==> src/rtl/anubis_comm_pkg.sv <==
// Shared definitions for the Anubis serial link: frame geometry, default
// start delay and receiver state encodings.
package anubis_comm_pkg;

  localparam int unsigned DATA_W_DEF      = 128;
  localparam int unsigned FRAME_BITS      = DATA_W_DEF + 1;
  localparam int unsigned START_DELAY_DEF = 1;
  localparam int unsigned CNT_W_DEF       = 8;

  typedef enum logic [1:0] {
    IDLE = 2'd0,
    WAIT = 2'd1,
    RECV = 2'd2,
    DONE = 2'd3
  } rx_state_e;

endpackage

==> src/rtl/serial_frame_receiver_if.sv <==
// Board-side handshake and result bus of the serial frame receiver.
interface serial_frame_receiver_if #(
  parameter int unsigned DATA_W = 128
);

  logic              enable;
  logic              RxD;
  logic              r_sync;
  logic              basys3_acknowledge;
  logic [DATA_W-1:0] data_in;
  logic              encrypt;
  logic              ready;
  logic              busy;

  modport master (
    output enable, RxD, r_sync,
    input  basys3_acknowledge, data_in, encrypt, ready, busy
  );

  modport slave (
    input  enable, RxD, r_sync,
    output basys3_acknowledge, data_in, encrypt, ready, busy
  );

endinterface

==> src/rtl/rx_shift_reg.sv <==
// Serial-in parallel-out staging register; new bits enter at the LSB.
module rx_shift_reg #(
  parameter int unsigned W = 128
) (
  input  logic         clk,
  input  logic         rst_n,
  input  logic         clear_i,
  input  logic         shift_en_i,
  input  logic         bit_i,
  output logic [W-1:0] data_o
);

  logic [W-1:0] data_q;

  always_ff @(posedge clk or negedge rst_n) begin
    if (!rst_n) begin
      data_q <= '0;
    end else if (clear_i) begin
      data_q <= '0;
    end else if (shift_en_i) begin
      data_q <= {data_q[W-2:0], bit_i};
    end
  end

  assign data_o = data_q;

endmodule

==> src/rtl/serial_frame_receiver.sv <==
// Receives a mode bit plus DATA_W payload bits MSB first under the
// r_sync / acknowledge handshake and presents the completed block.
module serial_frame_receiver
  import anubis_comm_pkg::*;
#(
  parameter int unsigned DATA_W      = DATA_W_DEF,
  parameter int unsigned START_DELAY = START_DELAY_DEF,
  parameter int unsigned CNT_W       = CNT_W_DEF
) (
  input logic                    clk,
  input logic                    reset_b,
  serial_frame_receiver_if.slave bus
);

  localparam int unsigned DLY_W = 2;

  rx_state_e         state_q, state_d;
  logic [DLY_W-1:0]  dly_q, dly_d;
  logic [CNT_W-1:0]  bit_cnt_q, bit_cnt_d;
  logic              mode_q, mode_d;
  logic              ack_q, ack_d;
  logic              enc_q, enc_d;
  logic              ready_q, ready_d;
  logic              busy_q, busy_d;
  logic [DATA_W-1:0] data_q, data_d;
  logic [DATA_W-1:0] shift_q;
  logic              shift_en_c;
  logic              clear_c;
  logic              abort_c;

  assign abort_c = !bus.enable || !bus.r_sync;

  rx_shift_reg #(.W(DATA_W)) u_shift (
    .clk        (clk),
    .rst_n      (reset_b),
    .clear_i    (clear_c),
    .shift_en_i (shift_en_c),
    .bit_i      (bus.RxD),
    .data_o     (shift_q)
  );

  // Next-state and output-register logic.
  always_comb begin
    state_d    = state_q;
    dly_d      = dly_q;
    bit_cnt_d  = bit_cnt_q;
    mode_d     = mode_q;
    ack_d      = ack_q;
    enc_d      = enc_q;
    ready_d    = ready_q;
    busy_d     = busy_q;
    data_d     = data_q;
    shift_en_c = 1'b0;
    clear_c    = 1'b0;

    case (state_q)
      IDLE: begin
        if (!abort_c) begin
          ack_d     = 1'b1;
          ready_d   = 1'b0;
          busy_d    = 1'b1;
          clear_c   = 1'b1;
          bit_cnt_d = '0;
          if (START_DELAY == 0) begin
            state_d = RECV;
          end else begin
            dly_d   = DLY_W'(START_DELAY);
            state_d = WAIT;
          end
        end
      end
      WAIT: begin
        dly_d = dly_q - DLY_W'(1);
        if (dly_q <= DLY_W'(1)) state_d = RECV;
      end
      RECV: begin
        bit_cnt_d = bit_cnt_q + CNT_W'(1);
        if (bit_cnt_q == '0) mode_d = bus.RxD;
        else                 shift_en_c = 1'b1;
        if (bit_cnt_q == CNT_W'(DATA_W)) begin
          // Slice keeps the previous DATA_W-1 bits plus the bit on the wire now.
          data_d    = DATA_W'({shift_q, bus.RxD});
          enc_d     = mode_q;
          ready_d   = 1'b1;
          ack_d     = 1'b0;
          busy_d    = 1'b0;
          bit_cnt_d = '0;
          state_d   = DONE;
        end
      end
      DONE: begin
        if (abort_c) state_d = IDLE;
      end
      default: state_d = IDLE;
    endcase

    // An in-flight frame is dropped whole; previous results stay visible.
    if ((state_q == WAIT || state_q == RECV) && abort_c) begin
      state_d    = IDLE;
      ack_d      = 1'b0;
      busy_d     = 1'b0;
      ready_d    = ready_q;
      data_d     = data_q;
      enc_d      = enc_q;
      mode_d     = mode_q;
      bit_cnt_d  = '0;
      dly_d      = '0;
      shift_en_c = 1'b0;
      clear_c    = 1'b1;
    end
  end

  always_ff @(posedge clk or negedge reset_b) begin
    if (!reset_b) begin
      state_q   <= IDLE;
      dly_q     <= '0;
      bit_cnt_q <= '0;
      mode_q    <= 1'b0;
      ack_q     <= 1'b0;
      enc_q     <= 1'b0;
      ready_q   <= 1'b0;
      busy_q    <= 1'b0;
      data_q    <= '0;
    end else begin
      state_q   <= state_d;
      dly_q     <= dly_d;
      bit_cnt_q <= bit_cnt_d;
      mode_q    <= mode_d;
      ack_q     <= ack_d;
      enc_q     <= enc_d;
      ready_q   <= ready_d;
      busy_q    <= busy_d;
      data_q    <= data_d;
    end
  end

  assign bus.basys3_acknowledge = ack_q;
  assign bus.data_in            = data_q;
  assign bus.encrypt            = enc_q;
  assign bus.ready              = ready_q;
  assign bus.busy               = busy_q;

endmodule
==> src/flat_wrapper.sv <==
// flat-port wrapper written by rule: the top's interface ports become plain ports
module serial_frame_receiver_flat import anubis_comm_pkg::*;
#(
  parameter int unsigned DATA_W      = DATA_W_DEF,
  parameter int unsigned START_DELAY = START_DELAY_DEF,
  parameter int unsigned CNT_W       = CNT_W_DEF
)
  (clk, reset_b, bus_enable, bus_RxD, bus_r_sync, bus_basys3_acknowledge, bus_data_in, bus_encrypt, bus_ready, bus_busy);
  serial_frame_receiver_if #(.DATA_W(DATA_W)) bus_i ();
  input logic clk;
  input logic reset_b;
  input wire logic [$bits(bus_i.enable)-1:0] bus_enable;
  input wire logic [$bits(bus_i.RxD)-1:0] bus_RxD;
  input wire logic [$bits(bus_i.r_sync)-1:0] bus_r_sync;
  output wire logic [$bits(bus_i.basys3_acknowledge)-1:0] bus_basys3_acknowledge;
  output wire logic [$bits(bus_i.data_in)-1:0] bus_data_in;
  output wire logic [$bits(bus_i.encrypt)-1:0] bus_encrypt;
  output wire logic [$bits(bus_i.ready)-1:0] bus_ready;
  output wire logic [$bits(bus_i.busy)-1:0] bus_busy;
  assign bus_i.enable = bus_enable;
  assign bus_i.RxD = bus_RxD;
  assign bus_i.r_sync = bus_r_sync;
  assign bus_basys3_acknowledge = bus_i.basys3_acknowledge;
  assign bus_data_in = bus_i.data_in;
  assign bus_encrypt = bus_i.encrypt;
  assign bus_ready = bus_i.ready;
  assign bus_busy = bus_i.busy;
  serial_frame_receiver #(.DATA_W(DATA_W), .START_DELAY(START_DELAY), .CNT_W(CNT_W)) u_core (.clk(clk), .reset_b(reset_b), .bus(bus_i));
endmodule
==> config.mk <==
export PLATFORM = sky130hd
export DESIGN_NAME = serial_frame_receiver_flat
export DESIGN_NICKNAME = d
export VERILOG_FILES = /design/src/rtl/anubis_comm_pkg.sv /design/src/rtl/serial_frame_receiver_if.sv /design/src/rtl/rx_shift_reg.sv /design/src/rtl/serial_frame_receiver.sv /design/src/flat_wrapper.sv
export SDC_FILE = /design/constraint.sdc
export NUM_CORES = 1
export LEC_CHECK = 0
export ABC_CLOCK_PERIOD_IN_PS = 2410
export CAP_MARGIN = 20
export CORE_MARGIN = 2
export CORE_UTILIZATION = 40
export DETAILED_ROUTE_END_ITERATION = 10
export GPL_ROUTABILITY_DRIVEN = 0
export PLACE_DENSITY = 0.68
export SLEW_MARGIN = 5
export SYNTH_ARGS = -nofsm -noshare
export SYNTH_HDL_FRONTEND = slang
export SYNTH_HIERARCHICAL = 1
export SYNTH_SLANG_ARGS = --single-unit
==> constraint.sdc <==
create_clock -name clk -period 2.41 [get_ports clk]
set_input_delay 0.6025 -clock clk [delete_from_list [all_inputs] [get_ports clk]]
set_output_delay 0.6025 -clock clk [all_outputs]
set_load 0.05 [all_outputs]
== After elaboration in Yosys (flattened, before gate mapping) ==
Index checks and enable logic that the tools add are counted.

* Magnitude comparators: 1
* Divide/modulo/power cells: 0
* Equality and inequality tests: 10
* Multipliers: 0
* Reduce and logical (&&, ||, !) cells: 18
* Bitwise gates (word level): 1
* Add/subtract/negate cells: 2
* Shift-type cells: 0
* Mux-type cells: 27

{| class="wikitable"
|+ Operators with widths
! cell !! count
|-
| 127-bit two-way mux || 2
|-
| 8-bit two-way mux || 3
|-
| 8-bit case mux with 2 select lines || 1
|-
| 2-bit two-way mux || 6
|-
| 1-bit two-way mux || 11
|-
| 3-bit AND reduction || 3
|-
| 8-bit by 1-bit adder with 8-bit output, second input constant || 1
|-
| 8-bit == test, second input constant || 1
|-
| 8-bit logical NOT || 1
|-
| 2-bit case mux with 4 select lines || 1
|-
| 4-bit AND reduction || 2
|-
| 3-bit by 2-bit inequality test with 1-bit output, second input constant || 2
|-
| 3-bit nonzero test || 2
|-
| 2-bit == test, second input constant || 2
|-
| 1-bit case mux with 2 select lines || 2
|-
| 2-bit case mux with 2 select lines || 1
|-
| 2-bit AND reduction || 2
|-
| 2-bit nonzero test || 2
|-
| 3-bit by 1-bit inequality test with 1-bit output, second input constant || 1
|-
| 3-bit inequality test, second input constant || 1
|-
| 2-bit by 1-bit == test with 1-bit output, second input constant || 1
|-
| 2-bit by 1-bit less-or-equal comparator with 1-bit output, second input constant || 1
|-
| 1-bit logical NOT || 2
|-
| 2-bit logical NOT || 1
|-
| 6 further kinds || 7
|}

* Register bits: 271
* Bits in writable memories: 0
* Bits of input ports: 5
* Memories kept: 0
* Latch bits: 0
* Word-level logic and storage cells: 68
* Memory bits (read-only): 0

== Logic depth before layout (Yosys ltp) ==
Gate-level depths: netlist of run 1.

* Word-level depth: 6
* Mapped depth: 10
* Mapped depth without buffers: 8

== Hierarchy ==
The synthesis of run 1 kept the hierarchy.

{| class="wikitable"
|+ By module, submodules not included
! module !! times used !! cells each !! area an instance (um^2) !! seq. area each (um^2)
|-
| serial_frame_receiver || 1 || 386 || 6,358.6 || 3,603.5
|-
| rx_shift_reg || 1 || 412 || 5,292.6 || 3,203.1
|}

== Worst setup path after synthesis of run 1 ==
No wires, ideal clock.

* Path type: reg-to-reg
* Start: register u_core.state_q[0]
* End: register u_core.u_shift.data_q[100] (netlist: u_core/u_shift/data_o[100])
* Path buffers: 2
* Cell stages (with the launch flop): 9
* Setup slack: 317 ps
* Arrival: 1,961 ps
* Clock period less this slack: 2,093 ps
* Required time: 2,278 ps
* Cell sequence: dfrtp_1 inv_1 ha_1 a21boi_4 nor3_1 buf_12 buf_12 mux2i_1 nor2_1

* Cells in the longest elaborated chain, start to end: 5
* Elaborated cells on any way between the ends: 11
* Classes of those cells: eq/ne (2); mux (5); reduce/logical (4)

{| class="wikitable"
|+ RTL lines
! item !! RTL line !! RTL
|-
| start, declared || serial_frame_receiver.sv:17 || <nowiki>rx_state_e state_q, state_d;</nowiki>
|-
| start signal, assigned || serial_frame_receiver.sv:125 || <nowiki>state_q <= state_d;</nowiki>
|-
| 2-bit by 1-bit == test with 1-bit output or 2-bit == test (tied branches) || serial_frame_receiver.sv:98, serial_frame_receiver.sv:56 ||
|-
| 1-bit logical OR || serial_frame_receiver.sv:98 || <nowiki>if ((state_q == WAIT || state_q == RECV) && abort_c) begin</nowiki>
|-
| 1-bit logical AND || serial_frame_receiver.sv:98 ||
|-
| 1-bit two-way mux * || serial_frame_receiver.sv:98 ||
|-
| net u_core.shift_en_c || serial_frame_receiver.sv:27 || <nowiki>logic shift_en_c;</nowiki>
|-
| 2-bit nonzero test (no line) * || -- ||
|-
| end signal, assigned || rx_shift_reg.sv:21 || <nowiki>data_q <= {data_q[W-2:0], bit_i};</nowiki>
|-
| end, declared || rx_shift_reg.sv:13 || <nowiki>logic [W-1:0] data_q;</nowiki>
|}

Mark *: on every way through the listed nets, which the timed path passes. The rest lies on a longest branch.
A chain may end at the register's enable or synchronous reset.

== Worst setup path after layout of run 1 ==
* Start: register u_core.data_q[89] (netlist: u_core/bus.data_in[89])
* End: output bus_data_in[89]

{| class="wikitable"
|+ RTL lines
! item !! RTL line !! RTL
|-
| start, declared || serial_frame_receiver.sv:25 || <nowiki>logic [DATA_W-1:0] data_q, data_d;</nowiki>
|-
| start signal, assigned || serial_frame_receiver.sv:133 || <nowiki>data_q <= data_d;</nowiki>
|-
| end, declared || flat_wrapper.sv:16 || <nowiki>output wire logic [$bits(bus_i.data_in)-1:0] bus_data_in;</nowiki>
|}

No word-level cell between the ends.

==> run summary, run 1 <==
Final Hold Vio Count: 0
CTS root buffer: clkbuf_16
N_diodes: 0
Max_cap viols: 0
Highest-delay cell along the critical path: clkdlybuf4s50_1
Status: finished clean
Synth-to-Final Area Change: 23.4%
Largest fanout on the critical path: 2
Static leakage: 6.43 nW
# IOs: 137
Critical-path cell list: clkdlybuf4s50_1
Worst setup SP type: flip-flop
Worst path max stage delay: 0.83 ns
Period utilization: 0.977
Final setup fails: 0
Max Slew Vio Count: 0
Crit-path leading delay family: buffers and inverters
Routed via count: 6478
Worst-margin pin slew: 0.598 ns
Initial core utilization: 0.406
Total grt overflow: 0
Power Total: 0.0108 W
FP Rows: 62
Worst VDD drop: 0.000666 V
Syn avg cell area: 14.6 sq um
Core area: 0.0286 sq mm
Routed Antenna Nets: 0
CTS max path bufs: 3
Final Core Density: 0.501
Via count of the first global-routing pass: 6662
Htree depth: 1
TritonRoute pass-1 iters: 4
Synth Warn #: 6
Final net count: 963
Vias per cell: 4.77
Hold WC Path Type: input port to asynchronous set/reset pin
Worst Skew: 0.00763 ns
GRT Overall Usage: 0.144
Proportion of layout cells with a drive suffix above 1: 0.218
Area after DPL: 0.0134 sq mm
Global-route wire length before repair: 36000 microns
1st-iter DRT viols: 338
Clock sink count: 271
Synth Instances: 795
Die area: 0.0304 sq mm
Crit path buf inv count: 1
CTS tree: done
Die H: 174 microns
Die Span X: 174 microns
Cell area after synthesis: 0.0116 sq mm
Worst Path Required: 1.81 ns
Post-DP HPWL: 14300 microns
Most common cell after layout, fill and taps aside: dfrtp_1
Critical Path Sink Type: output port
Post-route DRC: 0
Power density over cell area: 755 mW/mm^2
Crit path time final: 2.35 ns
Buffers on Ports: 136
Worst setup path class: flip-flop to output port
Slew HR: 0.601
Largest net degree at the start of global routing: 63
CTS hold repair buffers: 0
Fmax: 425 MHz
Initial antenna violation count: 0
WL per Instance: 15.8 microns
Clock-pin slew on the worst setup and hold paths: 0.06 ns
Commonest non-fill, non-tap cells in the layout: 271 x dfrtp_1, 137 x nor2_1, 133 x clkdlybuf4s50_1
WP data arrival: 1.75 ns
Fin area: 0.0143 sq mm
RSZ-0062 raised after global routing: no
Clk Latency, worst-skew pair: 0.53 ns
Inserted Clock Buffers: 29
Drt total wl: 21400 microns
Syn nets: 807
-- through the flow --
step	std cells	TNS, ns	worst slack, ns	hold slack, ns
after global routing	1357	0	0.00232	0.0348
after floorplan	795	0	0.317	0.307
after CTS	1357	0	0.0236	0.0150
after global placement	1304	0	0.0174	0.469
final	1357	0	0.0566	0.0183
after detailed placement	1304	-0.189	-0.0289	0.475
-- area by class of cell --
cell class,instances,area (sq um)
clock buffers,44,852
inverters,7,26.3
flip-flops and latches,271,6780
multi-input cells,472,4220
fillers,2478,14300
well taps,384,480
repair buffers,170,1870
clock inverters,9,98.8
-- flip-flops by register name, indices dropped and copies added, names as in the netlist --
name	count
u_core/dly_q	2
u_core/bus.encrypt	1
u_core/bit_cnt_q	8
u_core/state_q	2
u_core/bus.data_in	128
u_core/bus.ready	1
u_core/u_shift/data_o	127
u_core/bus.busy	1
u_core/mode_q	1
-- what timing repair did --
action,in CTS,in global routing
setup endpoints to repair,0,1
gates resized for setup,0,1
setup buffers,0,0
-- routing by layer --
metal	vias up	routed length, microns	share of wire	GRT usage
met5	-	0	0	0
met3	32	1000	0.047	0.0304
met2	134	9650	0.45	0.221
li1	3051	-	-	-
met4	0	459	0.021	0.0336
met1	3261	10300	0.48	0.208
-- power breakdown --
| group | internal, W | switching (W) |
|---|---|---|
| combinational | 0.000599 | 0.00119 |
| sequential | 0.00461 | 0.0000551 |
| clock | 0.00264 | 0.00173 |
| total | 0.00785 | 0.00297 |
-- final timing paths --
| kind | startpoint | end | slack, ns | cells past startpoint |
|---|---|---|---|---|
| worst max-delay path | u_core/bus.data_in[89] | bus_data_in[89] | 0.06 | 1 |
| worst min-delay path | reset_b | u_core/bus.data_in[20] | 0.02 | 1 |
| worst max register to register | u_core/bit_cnt_q[0] | u_core/bus.data_in[37] | 0.17 | 8 |
| worst min register to register | u_core/bus.data_in[70] | u_core/bus.data_in[70] | 0.48 | 1 |
| max in group asynchronous | reset_b | u_core/bus.data_in[41] | 1.73 | 2 |
| min in group clk | u_core/bus.data_in[70] | u_core/bus.data_in[70] | 0.48 | 1 |
Note: power is estimated with default switching activity, not from simulation.
==> run 2: changes to the inputs <==
==> constraint.sdc (replaced) <==
create_clock -name clk -period 2.41 [get_ports clk]
set_input_delay 0.482 -clock clk [delete_from_list [all_inputs] [get_ports clk]]
set_output_delay 0.482 -clock clk [all_outputs]
set_load 0.05 [all_outputs]
==> run 2 against run 1 <==
Against the previous run: fmax grew 4.3%; wire length grew 1.1%; register-to-register slack is essentially flat; clock skew grew 0.0074 ns; critical path depth is the same; die area is the same; critical path type unchanged; critical endpoint is now bus_data_in[96]; highest routed layer unchanged.
==> run summary, run 2 (synthesized netlist as in run 1, its figures left out) <==
Critical Path Start: u_core/bus.data_in[96]
# IOs: 137
Via count of the first global-routing pass: 6725
Largest fanout on the critical path: 2
Worst VDD drop: 0.000883 V
Final Hold Vio Count: 0
Static leakage: 6.42 nW
Final setup fails: 0
Total grt overflow: 0
Period utilization: 0.936
CTS root buffer: clkbuf_16
Fin worst setup slack: 0.154 ns
Max Slew Vio Count: 0
Post-route DRC: 0
Worst setup path class: flip-flop to output port
Critical-path cell list: clkdlybuf4s50_1
Die area: 0.0304 sq mm
Depth of the most critical reg-to-reg path: 8
Initial antenna violation count: 0
CTS tree: done
TritonRoute pass-1 iters: 4
Initial core utilization: 0.406
CTS max path bufs: 3
Slew HR: 0.588
Worst-margin pin slew: 0.616 ns
Commonest non-fill, non-tap cells in the layout: 271 x dfrtp_1, 137 x nor2_1, 135 x clkdlybuf4s50_1
Htree depth: 1
Worst setup SP type: flip-flop
Crit path time final: 2.26 ns
1st-iter DRT viols: 321
Post_cts resized: 0
Buffers on Ports: 136
Clk Latency, worst-skew pair: 0.54 ns
Critical Path Sink Type: output port
Max_cap viols: 0
Crit path buf inv count: 1
Inserted Clock Buffers: 29
Status: finished clean
GRT Overall Usage: 0.145
N_diodes: 0
Setup TNS: 0 ns
Most common cell after layout, fill and taps aside: dfrtp_1
Power density over cell area: 778 mW/mm^2
Worst path max stage delay: 0.88 ns
Synth-to-Final Area Change: 23.8%
Final net count: 958
Non-Filler Instances: 1352
Crit-path leading delay family: buffers and inverters
FP Rows: 62
Routed Antenna Nets: 0
FF-to-FF End: u_core/bus.data_in[28]
Inst Count DP: 1298
Die Span X: 174 microns
Fin Hold WS: 0.485 ns
Hold WC Path Type: input port to asynchronous set/reset pin
Post-DP HPWL: 14400 microns
Worst Skew: 0.0150 ns
Drt total wl: 21700 microns
WP data arrival: 1.77 ns
Die H: 174 microns
WL per Instance: 16.0 microns
RSZ-0062 raised after global routing: no
Routed via count: 6451
Clock-pin slew on the worst setup and hold paths: 0.06 ns
RR Startpoint: u_core/bit_cnt_q[1]
Worst Path Required: 1.93 ns
Proportion of layout cells with a drive suffix above 1: 0.218
Global-route wire length before repair: 36500 microns
Reg2Reg Setup Slack: 0.18 ns
Core area: 0.0286 sq mm
Vias per cell: 4.77
Largest net degree at the start of global routing: 82
Highest-delay cell along the critical path: clkdlybuf4s50_1
Max reg flops: 128
DP Worst Slack: 0.0110 ns
Fmax: 443 MHz
Clock sink count: 271
-- run 2: layout make-up --
cell class / count / area (sq um)
multi-input cells: 472 / 4220
inverters: 7 / 26.3
flip-flops and latches: 271 / 6780
clock buffers: 41 / 871
repair buffers: 165 / 1800
clock inverters: 12 / 190
well taps: 384 / 480
fillers: 2441 / 14300
-- run 2: per-layer routing --
metal  track usage  routed length, microns
met5             0                       0
met4        0.0315                     297
met3        0.0300                     996
met2         0.225                    9920
met1         0.211                   10500
-- run 2: repair_timing --
item | 4_1_cts | 5_1_grt
endpoints found under the hold margin | 55 | 0
buffers inserted | 0 | 0
hold buffers | 1 | 0
-- run 2: where the power goes --
| group | internal [W] | leakage [nW] | switching [W] |
|---|---|---|---|
| sequential | 0.00461 | 3.78 | 0.0000589 |
| clock | 0.00303 | 0.522 | 0.00179 |
| combinational | 0.000524 | 2.12 | 0.00116 |
| total | 0.00817 | 6.42 | 0.00301 |
-- run 2: how the worst max path moves through the flow --
stage,endpoint,cells past startpoint
6_report,bus_data_in[96],1
5_1_grt,u_core/bus.data_in[34],8
4_1_cts,bus_data_in[96],1
3_5_place_dp,u_core/u_shift/data_o[17],7
3_3_place_gp,u_core/u_shift/data_o[118],7
2_1_floorplan,u_core/u_shift/data_o[100],8
-- run 2: metrics by stage --
| stage | power, W | area [sq um] | utilization |
|---|---|---|---|
| 2_1_floorplan | 0.00588 | 11600 | - |
| 3_3_place_gp | 0.00644 | 13300 | 0.465 |
| 3_5_place_dp | 0.00645 | 13300 | 0.465 |
| 4_1_cts | 0.0113 | 14400 | 0.502 |
| 5_1_grt | 0.0117 | 14400 | 0.502 |
| 6_report | 0.0112 | 14400 | 0.502 |
==> run 3: changes to the inputs <==
--- a/config.mk
+++ b/config.mk
@@ -10,8 +10,9 @@
 export CORE_MARGIN = 2
 export CORE_UTILIZATION = 40
 export DETAILED_ROUTE_END_ITERATION = 10
+export DONT_BUFFER_PORTS = 1
 export GPL_ROUTABILITY_DRIVEN = 0
-export PLACE_DENSITY = 0.68
+export PLACE_DENSITY = 0.62
 export SLEW_MARGIN = 5
 export SYNTH_ARGS = -nofsm -noshare
 export SYNTH_HDL_FRONTEND = slang
==> run 3 against run 2 <==
Against the previous run: the flow now finishes with violations (hold timing); fmax rose by 5.4%; combinational power fell by 7%; wire length fell by 5.1%; non-clock buffer count fell by 140; final cell count fell by 11%; clock skew fell by 0.0037 ns; global-route usage fell by 0.85 points; cell area fell by 11%; first-iteration DRC count rose by 21%; sequential share of layout area rose by 5.8 points; hold slack got worse by 0.83 ns; largest cell class unchanged.
==> run summary, run 3 (synthesized netlist as in run 1, its figures left out) <==
Status: complete, but fails checks
Violated checks: hold timing
Core area: 0.0286 sq mm
Area after DPL: 0.0119 sq mm
Critical-path cell list: inv_1, ha_1, inv_1, nor3_2, buf_12, buf_12, mux2i_1, nor2_1
Global-route wire length before repair: 34400 microns
Final Hold Vio Count: 271
Worst Path Required: 2.82 ns
Die area: 0.0304 sq mm
Flip-flop and latch area: 0.00678 sq mm
DP Worst Slack: 0.289 ns
Fin worst setup slack: 0.270 ns
RR Startpoint: u_core/state_q[0]
Clock sink count: 271
Fillers: 2510
Via count of the first global-routing pass: 6145
Hold WC Path Type: input port to asynchronous set/reset pin
Final setup fails: 0
Post-CTS Setup Inserts: 0
WP data arrival: 2.55 ns
RSZ-0062 raised after global routing: no
Setup TNS: 0 ns
Post-DP HPWL: 12600 microns
Period utilization: 0.888
Critical Path Sink Type: flip-flop
Vias per cell: 4.80
Critical Path Start: u_core/state_q[0]
Fmax: 467 MHz
Total grt overflow: 0
Worst path max stage delay: 0.40 ns
Slew HR: 0.555
Routed Antenna Nets: 0
Initial antenna violation count: 0
Clock-pin slew on the worst setup and hold paths: 0.06 ns
Fin Hold WS: -0.350 ns
Power density over cell area: 833 mW/mm^2
CTS root buffer: clkbuf_16
Routed via count: 5783
Drt total wl: 20600 microns
Final net count: 818
Largest fanout on the critical path: 37
Post_cts resized: 0
1st-iter DRT viols: 387
Worst-margin pin slew: 0.662 ns
Die H: 174 microns
Max reg flops: 128
Power Total: 0.0107 W
Clk Latency, worst-skew pair: 0.53 ns
Static leakage: 5.86 nW
Non-Filler Instances: 1205
Worst setup SP type: flip-flop
CTS max path bufs: 3
Area occupied by multi-input gates: 0.00422 sq mm
Buffers on Ports: 0
TritonRoute pass-1 iters: 4
N_diodes: 0
Most common cell after layout, fill and taps aside: dfrtp_1
Synth-to-Final Area Change: 10.2%
GRT Overall Usage: 0.137
Worst VDD drop: 0.000581 V
Depth of the most critical reg-to-reg path: 8
Htree depth: 1
Crit path time final: 2.14 ns
WL per Instance: 17.1 microns
Max Slew Vio Count: 0
Inserted Clock Buffers: 29
Die Span X: 174 microns
Worst Skew: 0.0112 ns
Inst Count DP: 1159
CTS tree: done
# IOs: 137
Largest net degree at the start of global routing: 272
Commonest non-fill, non-tap cells in the layout: 271 x dfrtp_1, 137 x nor2_1, 127 x mux2i_1
FP Rows: 62
Max_cap viols: 0
Post-route DRC: 0
Proportion of layout cells with a drive suffix above 1: 0.242
Worst setup path class: flip-flop to flip-flop
Fin area: 0.0128 sq mm
Highest-delay cell along the critical path: dfrtp_1
Initial core utilization: 0.406
[run 3: layer usage]
metal  GRT usage  routed length [microns]  up-vias
met4      0.0319                      351        0
met3      0.0378                     1280       32
met1       0.197                     9900     2895
li1            -                        -     2748
met5           0                        0        -
met2       0.205                     9030      108
[run 3: final cells by class]
type                       count  area share
clock buffer                  34      0.0598
clock inverter                12      0.0130
inverter                       7     0.00205
multi-input combinational    472       0.330
sequential                   271       0.530
tap                          384      0.0376
timing repair buffer          25      0.0274
[run 3: final timing paths]
path / to / slack, ns
max: u_core/u_shift/data_o[57] / 0.27
min: u_core/bus.data_in[20] / -0.35
max reg2reg: u_core/u_shift/data_o[57] / 0.27
min reg2reg: u_core/mode_q / 0.49
max in group asynchronous: u_core/u_shift/data_o[49] / 2.20
min in group clk: u_core/mode_q / 0.09
[run 3: critical path, delay by kind of cell, from the launching register on]
family	cells	cell delay, ns
buffers and inverters	4	0.67
flip-flops	1	0.40
AND/OR/NAND/NOR	2	0.32
adder cells (fa/ha/maj)	1	0.31
multiplexers	1	0.24
[run 3: through the flow]
stage | utilization | hold slack (ns)
6_report | 0.447 | -0.350
5_1_grt | 0.447 | -0.380
4_1_cts | 0.447 | -0.377
3_5_place_dp | 0.414 | 0.197
3_3_place_gp | 0.414 | 0.196
2_1_floorplan | - | 0.186
[run 3: power breakdown]
| group | total, W | switching (W) | internal [W] |
|---|---|---|---|
| sequential | 0.00469 | 0.0000798 | 0.00461 |
| clock | 0.00440 | 0.00173 | 0.00266 |
| combinational | 0.00157 | 0.00106 | 0.000507 |
